===== src/rtl/tca_pkg.sv =====
// Shared definitions for the time-correlation analyzer counters and readout.
package tca_pkg;

  // Default widths, also used by the readout serializer.
  localparam int CNT_W = 32;
  localparam int WIN_W = 4;
  localparam int PER_W = 32;

  // Gate controller states.
  typedef enum logic [1:0] {
    IDLE  = 2'd0,
    COUNT = 2'd1,
    HOLD  = 2'd2
  } tca_state_e;

endpackage


===== src/rtl/coincidence_counter_coinc_window.sv =====
// Per-channel match tracking for the coincidence counter.
//
// Each channel remembers its most recent unmatched pulse with an armed flag
// and an age counter. age_x = 0 on the cycle after the pulse, so a partner
// pulse arriving in the current cycle lies age_x+1 cycles after it and may
// match only while age_x < window. Pulses must already be gated by the
// caller; clear wipes both channels at gate start.
module coinc_window #(
  parameter int WIN_W = tca_pkg::WIN_W
) (
  input  logic             clk,
  input  logic             rst,
  input  logic             clear,
  input  logic             pulse_a,
  input  logic             pulse_b,
  input  logic [WIN_W-1:0] window,
  output logic             coinc
);

  logic             armed_a;
  logic             armed_b;
  logic [WIN_W:0]   age_a;
  logic [WIN_W:0]   age_b;
  logic [WIN_W:0]   win_ext;
  logic [WIN_W:0]   age_a_inc;
  logic [WIN_W:0]   age_b_inc;
  logic             live_a;
  logic             live_b;
  logic             arm_a;
  logic             arm_b;
  logic             take_a;
  logic             take_b;

  assign win_ext = {1'b0, window};

  // Match decision for the current cycle; same-cycle pairs take priority.
  always_comb begin
    coinc     = 1'b0;
    arm_a     = 1'b0;
    arm_b     = 1'b0;
    take_a    = 1'b0;
    take_b    = 1'b0;
    live_a    = armed_a && (age_a < win_ext);
    live_b    = armed_b && (age_b < win_ext);
    age_a_inc = (age_a == '1) ? age_a : age_a + {{WIN_W{1'b0}}, 1'b1};
    age_b_inc = (age_b == '1) ? age_b : age_b + {{WIN_W{1'b0}}, 1'b1};
    if (pulse_a && pulse_b) begin
      coinc = 1'b1;
    end else if (pulse_b) begin
      if (live_a) begin
        coinc  = 1'b1;
        take_a = 1'b1;
      end else begin
        arm_b = 1'b1;
      end
    end else if (pulse_a) begin
      if (live_b) begin
        coinc  = 1'b1;
        take_b = 1'b1;
      end else begin
        arm_a = 1'b1;
      end
    end
  end

  // Channel A match state: arm, consume, or age out.
  always_ff @(posedge clk) begin
    if (rst || clear) begin
      armed_a <= 1'b0;
      age_a   <= '0;
    end else if (arm_a) begin
      // With window 0 nothing can ever match a later pulse.
      armed_a <= (win_ext != '0);
      age_a   <= '0;
    end else if (take_a) begin
      armed_a <= 1'b0;
    end else if (armed_a) begin
      age_a   <= age_a_inc;
      armed_a <= (age_a_inc < win_ext);
    end
  end

  // Channel B match state: arm, consume, or age out.
  always_ff @(posedge clk) begin
    if (rst || clear) begin
      armed_b <= 1'b0;
      age_b   <= '0;
    end else if (arm_b) begin
      armed_b <= (win_ext != '0);
      age_b   <= '0;
    end else if (take_b) begin
      armed_b <= 1'b0;
    end else if (armed_b) begin
      age_b   <= age_b_inc;
      armed_b <= (age_b_inc < win_ext);
    end
  end

endmodule


===== src/rtl/coincidence_counter.sv =====
// Gated two-channel coincidence counter.
//
// A gate of max(period,1) cycles starts the cycle after an accepted start.
// Singles and coincidences are counted into saturating working registers
// and copied to the output registers on the final counted cycle; the totals
// are then offered to the readout.
// Handshake: result_valid stays high with stable totals until a cycle in
// which result_ready is also high; that cycle completes the transfer and
// result_valid drops on the following cycle.
module coincidence_counter
  import tca_pkg::tca_state_e, tca_pkg::IDLE, tca_pkg::COUNT, tca_pkg::HOLD;
#(
  parameter int CNT_W = tca_pkg::CNT_W,
  parameter int WIN_W = tca_pkg::WIN_W,
  parameter int PER_W = tca_pkg::PER_W
) (
  input  logic             clk,
  input  logic             rst,
  input  logic             pulse_a,
  input  logic             pulse_b,
  input  logic [WIN_W-1:0] window,
  input  logic [PER_W-1:0] period,
  input  logic             start,
  output logic             busy,
  output logic [CNT_W-1:0] count_a,
  output logic [CNT_W-1:0] count_b,
  output logic [CNT_W-1:0] count_ab,
  output logic             overflow,
  output logic             result_valid,
  input  logic             result_ready,
  output logic [1:0]       dbg_state
);

  localparam logic [CNT_W-1:0] CNT_MAX = '1;
  localparam logic [CNT_W-1:0] CNT_ONE = CNT_W'(1);
  localparam logic [PER_W-1:0] PER_ONE = PER_W'(1);

  tca_state_e       state;
  tca_state_e       state_nx;

  logic [PER_W-1:0] gate_cnt;
  logic [WIN_W-1:0] win_r;
  logic [CNT_W-1:0] work_a;
  logic [CNT_W-1:0] work_b;
  logic [CNT_W-1:0] work_ab;
  logic             ovf_w;

  logic             accept;
  logic             counting;
  logic             gate_last;
  logic             pa_c;
  logic             pb_c;
  logic             coinc;
  logic [CNT_W-1:0] a_nx;
  logic [CNT_W-1:0] b_nx;
  logic [CNT_W-1:0] ab_nx;
  logic             ovf_nx;

  assign accept    = (state == IDLE) && start;
  assign counting  = (state == COUNT);
  assign gate_last = (gate_cnt == PER_ONE);
  assign pa_c      = pulse_a && counting;
  assign pb_c      = pulse_b && counting;

  coinc_window #(
    .WIN_W (WIN_W)
  ) u_coinc_window (
    .clk     (clk),
    .rst     (rst),
    .clear   (accept),
    .pulse_a (pa_c),
    .pulse_b (pb_c),
    .window  (win_r),
    .coinc   (coinc)
  );

  // State register.
  always_ff @(posedge clk) begin
    if (rst) state <= IDLE;
    else     state <= state_nx;
  end

  // Next-state logic: start only from IDLE, gate end into HOLD, handshake out.
  always_comb begin
    state_nx = state;
    case (state)
      IDLE:    if (start)        state_nx = COUNT;
      COUNT:   if (gate_last)    state_nx = HOLD;
      HOLD:    if (result_ready) state_nx = IDLE;
      default:                   state_nx = IDLE;
    endcase
  end

  // State-decoded outputs.
  always_comb begin
    busy         = (state == COUNT) || (state == HOLD);
    result_valid = (state == HOLD);
    dbg_state    = state;
  end

  // Saturating next values of the working counters and the sticky overflow.
  always_comb begin
    a_nx   = (pa_c  && work_a  != CNT_MAX) ? work_a  + CNT_ONE : work_a;
    b_nx   = (pb_c  && work_b  != CNT_MAX) ? work_b  + CNT_ONE : work_b;
    ab_nx  = (coinc && work_ab != CNT_MAX) ? work_ab + CNT_ONE : work_ab;
    ovf_nx = ovf_w
           | (pa_c  && work_a  == CNT_MAX)
           | (pb_c  && work_b  == CNT_MAX)
           | (coinc && work_ab == CNT_MAX);
  end

  // Gate counter, working counters and output registers.
  always_ff @(posedge clk) begin
    if (rst) begin
      gate_cnt <= '0;
      win_r    <= '0;
      work_a   <= '0;
      work_b   <= '0;
      work_ab  <= '0;
      ovf_w    <= 1'b0;
      count_a  <= '0;
      count_b  <= '0;
      count_ab <= '0;
      overflow <= 1'b0;
    end else if (accept) begin
      gate_cnt <= (period == '0) ? PER_ONE : period;
      win_r    <= window;
      work_a   <= '0;
      work_b   <= '0;
      work_ab  <= '0;
      ovf_w    <= 1'b0;
    end else if (counting) begin
      work_a  <= a_nx;
      work_b  <= b_nx;
      work_ab <= ab_nx;
      ovf_w   <= ovf_nx;
      if (gate_last) begin
        // The final cycle's events are included in the published totals.
        count_a  <= a_nx;
        count_b  <= b_nx;
        count_ab <= ab_nx;
        overflow <= ovf_nx;
      end else begin
        gate_cnt <= gate_cnt - PER_ONE;
      end
    end
  end

endmodule

===== config.mk =====
export PLATFORM = sky130hd
export DESIGN_NAME = coincidence_counter
export DESIGN_NICKNAME = d
export VERILOG_FILES = /design/src/rtl/tca_pkg.sv /design/src/rtl/coincidence_counter_coinc_window.sv /design/src/rtl/coincidence_counter.sv
export SDC_FILE = /design/constraint.sdc
export NUM_CORES = 1
export LEC_CHECK = 0
export CORE_MARGIN = 2
export CORE_UTILIZATION = 50
export DETAILED_ROUTE_END_ITERATION = 8
export HOLD_SLACK_MARGIN = 0.03
export MAX_ROUTING_LAYER = met4
export PLACE_DENSITY_LB_ADDON = 0.1
export SYNTH_ARGS = -nofsm -noshare
export SYNTH_HDL_FRONTEND = slang
export SYNTH_SLANG_ARGS = --single-unit

===== constraint.sdc =====
create_clock -name clk -period 2.6 [get_ports clk]
set_input_delay 0.26 -clock clk [delete_from_list [all_inputs] [get_ports clk]]
set_output_delay 0.26 -clock clk [all_outputs]
set_load 0.1 [all_outputs]

==> results.py, run 1 <==
metrics = {
    "status": {
        "outcome": "finished clean",
    },
    "timing": {
        "setup_violations": 0,
        "fmax_mhz": 405,
        "skew_ps": 18.6,
        "finalMaxSlewViolations": 0,
        "slew_headroom_pct": 49.7,
        "tightest_slew_ps": 754,
        "hold_viol_final": 0,
        "finalCritPeriodShare_pct": 95.0,
        "rsz0062_at_grt": "yes",
        "min_period_ps": 2470,
    },
    "die": {
        "rows": 54,
        "die_h_um": 153,
        "die_w_um": 153,
        "core-area_um2": 21800,
        "die-area_um2": 23300,
        "io_pins": 143,
        "start_util_pct": 50.7,
    },
    "route": {
        "drc_errors": 0,
        "routed_wl_um": 28300,
        "vias": 9663,
        "ant_nets": 0,
        "dr.first_iter.drc_count": 455,
        "via_per_inst": 5.52,
        "first_pass_iters": 5,
        "wl_per_cell_um": 16.2,
    },
    "clock_network": {
        "cts_sinks": 244,
        "postCtsHoldBufs": 0,
        "postCtsSetupRepairBufs": 0,
        "cts.path.max_buffers": 3,
        "root_buffer": "clkbuf_16",
        "clk_pin_slew_ps": 60,
        "cts_buffers": 26,
        "insertion_delay_ps": 540,
        "htree_levels": 1,
        "tritoncts": "built",
    },
    "yosys": {
        "syn-num-nets": 1360,
        "synth_edf_count": 0,
        "syn_inst": 1294,
        "ys_ff_latch": 244,
        "synth_top_cell_area_share_pct": 44.3,
        "async_flop_share_pct": 0,
        "synth_area_um2": 11000,
        "yosysTopAreaCell": "dfxtp_1",
        "synth_common_cells": "nor2_1, dfxtp_1, a211oi_1",
        "synth.area.top_cells": "dfxtp_1, nor2_1, a211oi_1, xnor2_1, nand2_1",
        "syn_area_per_cell_um2": 8.53,
        "yosysSeqAreaShare_pct": 44.3,
        "synth_ff_type": "dfxtp_1",
        "yosys_warnings": 0,
        "synth_most_common_cell": "nor2_1",
        "ys_types": 65,
    },
    "finish": {
        "area_delta_synth_final_pct": 25.9,
        "layout.nets": 1520,
        "n_fill_cell": 1942,
        "finalCoreUtilization_pct": 63.9,
        "drive_gt1_share_pct": 16.5,
        "fin_area_um2": 13900,
        "stdcell_count": 1752,
    },
    "global_route": {
        "grt_max_degree": 66,
        "grt.total_usage_pct": 23.9,
        "grt_overflow": 0,
        "antenna_found_initial": 2,
        "grt_pass1_wl_um": 46000,
        "grt_pass1_vias": 9344,
    },
    "pwr": {
        "p_total_uw": 10700,
        "peakVddDrop_uv": 430,
        "power_density_nw_per_um2": 770,
        "p_leak_uw": 0.00488,
    },
    "worst_setup_path": {
        "cp_max_fo": 26,
        "r2r_cells": 10,
        "timing.rr.end": "count_ab[18]",
        "r2r-start": "win_r[3]",
        "path_class": "reg2reg",
        "cp-startpoint": "win_r[3]",
        "cp.required_ps": 2980,
        "r2r_slack_ps": 130,
        "cp-end-kind": "register",
        "arrival_ps": 2850,
        "cp-start-kind": "register",
        "crit_end": "count_ab[18]",
    },
    "hold_path": {
        "hold_path.class": "in2reg",
        "hold-path-cell-count": 4,
    },
    "job": {
        "cap_viol_max_count": 0,
    },
    "placement": {
        "dpl.hpwl_um": 19700,
        "place.gp.congestion": 0.865,
        "post_dp_cell_area_um2": 12800,
        "port_buffers": 142,
        "post-place-cells": 1705,
    },
}
final cells by class:
| class | instances | area [um2] | share of cell area (%) |
|---|---|---|---|
| antenna | 2 | 5.00 | 0.0360 |
| clock buffer | 39 | 759 | 5.46 |
| clock inverter | 5 | 40.0 | 0.288 |
| sequential | 244 | 4890 | 35.2 |
| timing repair buffer | 203 | 1780 | 12.8 |
| multi-input combinational | 954 | 5980 | 43.0 |
| inverter | 25 | 93.8 | 0.675 |
| tap | 280 | 350 | 2.52 |
worst max-delay path, stage by stage, from the launching register on:
cell and delay (ps):
dfxtp_2 340, inv_1 60, ha_1 170, or3b_1 370, a21o_1 190, a31o_1 190, and2_1 190, buf_12 180
nor4_2 340, xnor2_1 180, a211oi_1 100
repair_timing:
action	in CTS	in global routing
endpoints found under the setup margin	2	73
gates cloned	0	1
gates resized for setup	1	36
pin swaps	0	8
state kept, by name, summed over array words and instances (netlist names):
name and count:
dbg_state 2, count_a 32, win_r 4, work_a 32, work_ab 32, u_coinc_window.age_a 5, overflow 1, count_ab 32
ovf_w 1, u_coinc_window.armed_b 1, gate_cnt 32, work_b 32, u_coinc_window.age_b 5, count_b 32, u_coinc_window.armed_a 1
layout by cell type, fill, tap and decap left out, types with 6 or more instances in the layout:
cell	instances
buf_12	9
nor4_1	25
nor4_4	7
a21o_1	6
a31oi_1	7
and3_1	18
nand2b_1	8
xor2_1	35
xnor2_1	70
a21oi_1	34
and2_1	7
a211oi_1	113
nor2_1	279
o21ai_1	6
dfxtp_1	240
inv_1	25
clkbuf_1	7
nand4_1	35
clkbuf_16	27
ha_1	23
or3_1	8
and4_1	9
mux2i_1	11
clkdlybuf4s50_1	40
nor3_1	30
buf_4	151
clkbuf_8	6
nand3_1	39
nand2_1	90
o21ai_0	11
through the flow:
step / setup WS [ps] / setup TNS (ps) / hold WS (ps)
floorplan: 14.3 / 0 / 396
global placement: 54.1 / 0 / 454
detailed placement: -26.6 / -53.1 / 467
CTS: 32.0 / 0 / 96.3
global route: -21.7 / -50.6 / 118
finish: 130 / 0 / 120
cell families after synthesis:
| logic type | synth area share [%] |
|---|---|
| buf+inv | 3.54 |
| xor+xnor | 8.65 |
| simple gates | 25.7 |
| fa+ha+maj | 2.72 |
| flops | 44.3 |
| compound gates | 14.0 |
| mux | 1.20 |
power breakdown:
| group | switching (uW) | internal [uW] | leakage (uW) |
|---|---|---|---|
| clock network | 1490 | 2010 | 0.000395 |
| logic | 1910 | 1140 | 0.00251 |
| registers | 210 | 3960 | 0.00197 |
worst min path at each step:
stage                            start            to  slack, ps
final                              rst         ovf_w        120
after global routing               rst         ovf_w        120
after CTS                          rst         ovf_w        100
after detailed placement  gate_cnt[13]  gate_cnt[13]        470
after global placement    gate_cnt[13]  gate_cnt[13]        450
after floorplan              window[1]      win_r[1]        400
metal layers:
layer  up-vias  global-route usage (%)  part of all wire [%]
li1       4893                       -                     -
met1      4507                    31.5                    46
met2       224                    39.0                    47
met3        39                    3.07                   4.5
met4         0                    6.08                   2.0
met5         -                       -                     0
Note: power is estimated with default switching activity, not from simulation.
==> inputs of run 2 (changes only) <==
Settings changed: CORE_UTILIZATION 50 to 45.
==> run 2 against run 1 <==
Net effect:
- sequential share of layout area fell by 0.17 points
- die area grew 11%
- first-iteration DRC count grew 7.0%
- non-clock buffer count decreased by 1
- routed wire length rose by 1.8%
- cell count up 2.6%
- fmax is 0.62% lower
- clock skew decreased by 11 ps
- sequential power hardly changed
- global-route usage is 1.6 points lower
- clock-buffer cell count down 2
- critical endpoint is now count_ab[12]
- largest power group unchanged
==> results.py, run 2 (synthesized netlist as in run 1, its figures left out) <==
metrics = {
    "worst_setup_path": {
        "crit_end": "count_ab[12]",
        "timing.rr.end": "count_ab[12]",
        "cp_max_fo": 26,
        "cp.required_ps": 2980,
        "cp-startpoint": "win_r[3]",
        "r2r-start": "win_r[3]",
        "cp-start-kind": "register",
        "r2r_slack_ps": 110,
        "r2r_cells": 10,
        "arrival_ps": 2860,
        "path_class": "reg2reg",
        "cp-end-kind": "register",
    },
    "finish": {
        "finalCoreUtilization_pct": 57.7,
        "drive_gt1_share_pct": 16.4,
        "antennaDiodeCount": 0,
        "n_fill_cell": 2237,
        "area_delta_synth_final_pct": 26.5,
        "stdcell_count": 1797,
        "final_cell_mix": "nor2_1, dfxtp_1, buf_4",
        "layout_commonest_cell": "nor2_1",
        "layout.nets": 1520,
    },
    "job": {
        "cap_viol_max_count": 0,
    },
    "timing": {
        "setup_violations": 0,
        "skew_ps": 7.53,
        "min_period_ps": 2490,
        "slew_headroom_pct": 45.0,
        "finalMaxSlewViolations": 0,
        "fmax_mhz": 402,
        "fin_setup_tns_ps": 0,
        "hold_viol_final": 0,
        "rsz0062_at_grt": "yes",
        "tightest_slew_ps": 825,
        "worst_hold_slack_ps": 330,
        "finalCritPeriodShare_pct": 95.6,
    },
    "clock_network": {
        "htree_levels": 1,
        "cts_buffers": 27,
        "cts.path.max_buffers": 3,
        "tritoncts": "built",
        "root_buffer": "clkbuf_16",
        "insertion_delay_ps": 530,
        "clk_pin_slew_ps": 60,
        "cts_sinks": 244,
    },
    "global_route": {
        "grt_pass1_wl_um": 46800,
        "grt_overflow": 0,
        "antenna_found_initial": 0,
        "grt_pass1_vias": 9237,
        "grt.total_usage_pct": 22.3,
        "grt_max_degree": 70,
    },
    "pwr": {
        "peakVddDrop_uv": 616,
        "p_int_uw": 7300,
        "power_density_nw_per_um2": 784,
        "p_clk_share_pct": 33.8,
        "comb_power_share_pct": 28.2,
        "p_leak_uw": 0.00490,
        "p_seq_share_pct": 38.0,
        "p_switching_uw": 3650,
        "p_total_uw": 10900,
        "switching_share_pct": 33.3,
    },
    "placement": {
        "place.gp.congestion": 0.894,
        "port_buffers": 142,
        "dpl.hpwl_um": 20000,
        "post-place-cells": 1746,
    },
    "die": {
        "start_util_pct": 45.7,
        "core-area_um2": 24200,
        "die-area_um2": 25800,
        "die_w_um": 161,
        "die_h_um": 161,
        "rows": 57,
        "io_pins": 143,
    },
    "route": {
        "first_pass_iters": 4,
        "wl_per_cell_um": 16.0,
        "routed_wl_um": 28800,
        "drc_errors": 0,
        "vias": 9697,
        "via_per_inst": 5.40,
        "ant_nets": 0,
        "dr.first_iter.drc_count": 487,
    },
    "hold_path": {
        "hold_path.class": "in2reg",
    },
    "status": {
        "outcome": "finished clean",
    },
}
## run 2: cell count changes in the layout (fill, tap and decap cells not counted), moves of 3 or more
cell      delta
clkbuf_8     -3
clkinv_2     +5
xnor2_2      -3
xnor2_1      +3
nor4_2       +3
## run 2: metal layers
metal | vias to the layer above | share of wire (%) | track usage, %
li1 | 4892 | - | -
met1 | 4588 | 47 | 29.8
met2 | 180 | 47 | 36.5
met3 | 37 | 4.5 | 2.94
met4 | 0 | 1.6 | 4.34
met5 | - | 0 | -
## run 2: final cells by class
cell class | count | area [um2] | share of cell area (%)
Multi-Input combinational cell | 954 | 5950 | 42.7
Sequential cell | 244 | 4890 | 35.0
Timing Repair Buffer | 202 | 1760 | 12.6
Clock buffer | 37 | 743 | 5.32
Tap cell | 324 | 405 | 2.90
Clock inverter | 11 | 109 | 0.780
Inverter | 25 | 93.8 | 0.672
## run 2: worst max-delay path: stages (launching register included)
cell and delay, ps:
dfxtp_1 350, inv_1 70, ha_1 170, or3b_1 370, a21o_1 190, a31o_1 190
and2_1 190, buf_12 180, nor4_1 340, xnor2_1 180, a211oi_1 90
## run 2: worst min path at each step
stage	start	endpoint	slack [ps]	cells past startpoint
3_5_place_dp	gate_cnt[13]	gate_cnt[13]	470	2
4_1_cts	period[0]	gate_cnt[0]	320	3
5_1_grt	window[2]	win_r[2]	350	3
6_report	window[1]	win_r[1]	330	3
2_1_floorplan	window[1]	win_r[1]	400	2
3_3_place_gp	gate_cnt[13]	gate_cnt[13]	450	2
## run 2: through the flow
step	cell area (um2)	setup slack, ps
after floorplan	11000	14.3
after global placement	12900	62.7
after detailed placement	12900	32.4
after CTS	13700	25.9
after global routing	14000	-41.9
final	14000	115
## run 2: what timing repair did
item	4_1_cts	5_1_grt
endpoints found under the hold margin	9	0
hold buffers	1	0
setup buffers	0	1
resized for setup	0	31
setup endpoints to repair	0	92
## run 2: power by group through the flow
stage	clock network, uW	registers [uW]	logic, uW
after floorplan	0	4400	1850
after global placement	0	4220	2960
after detailed placement	0	4230	2980
after CTS	3780	4150	3000
after global routing	3910	4190	3390
final	3700	4160	3090
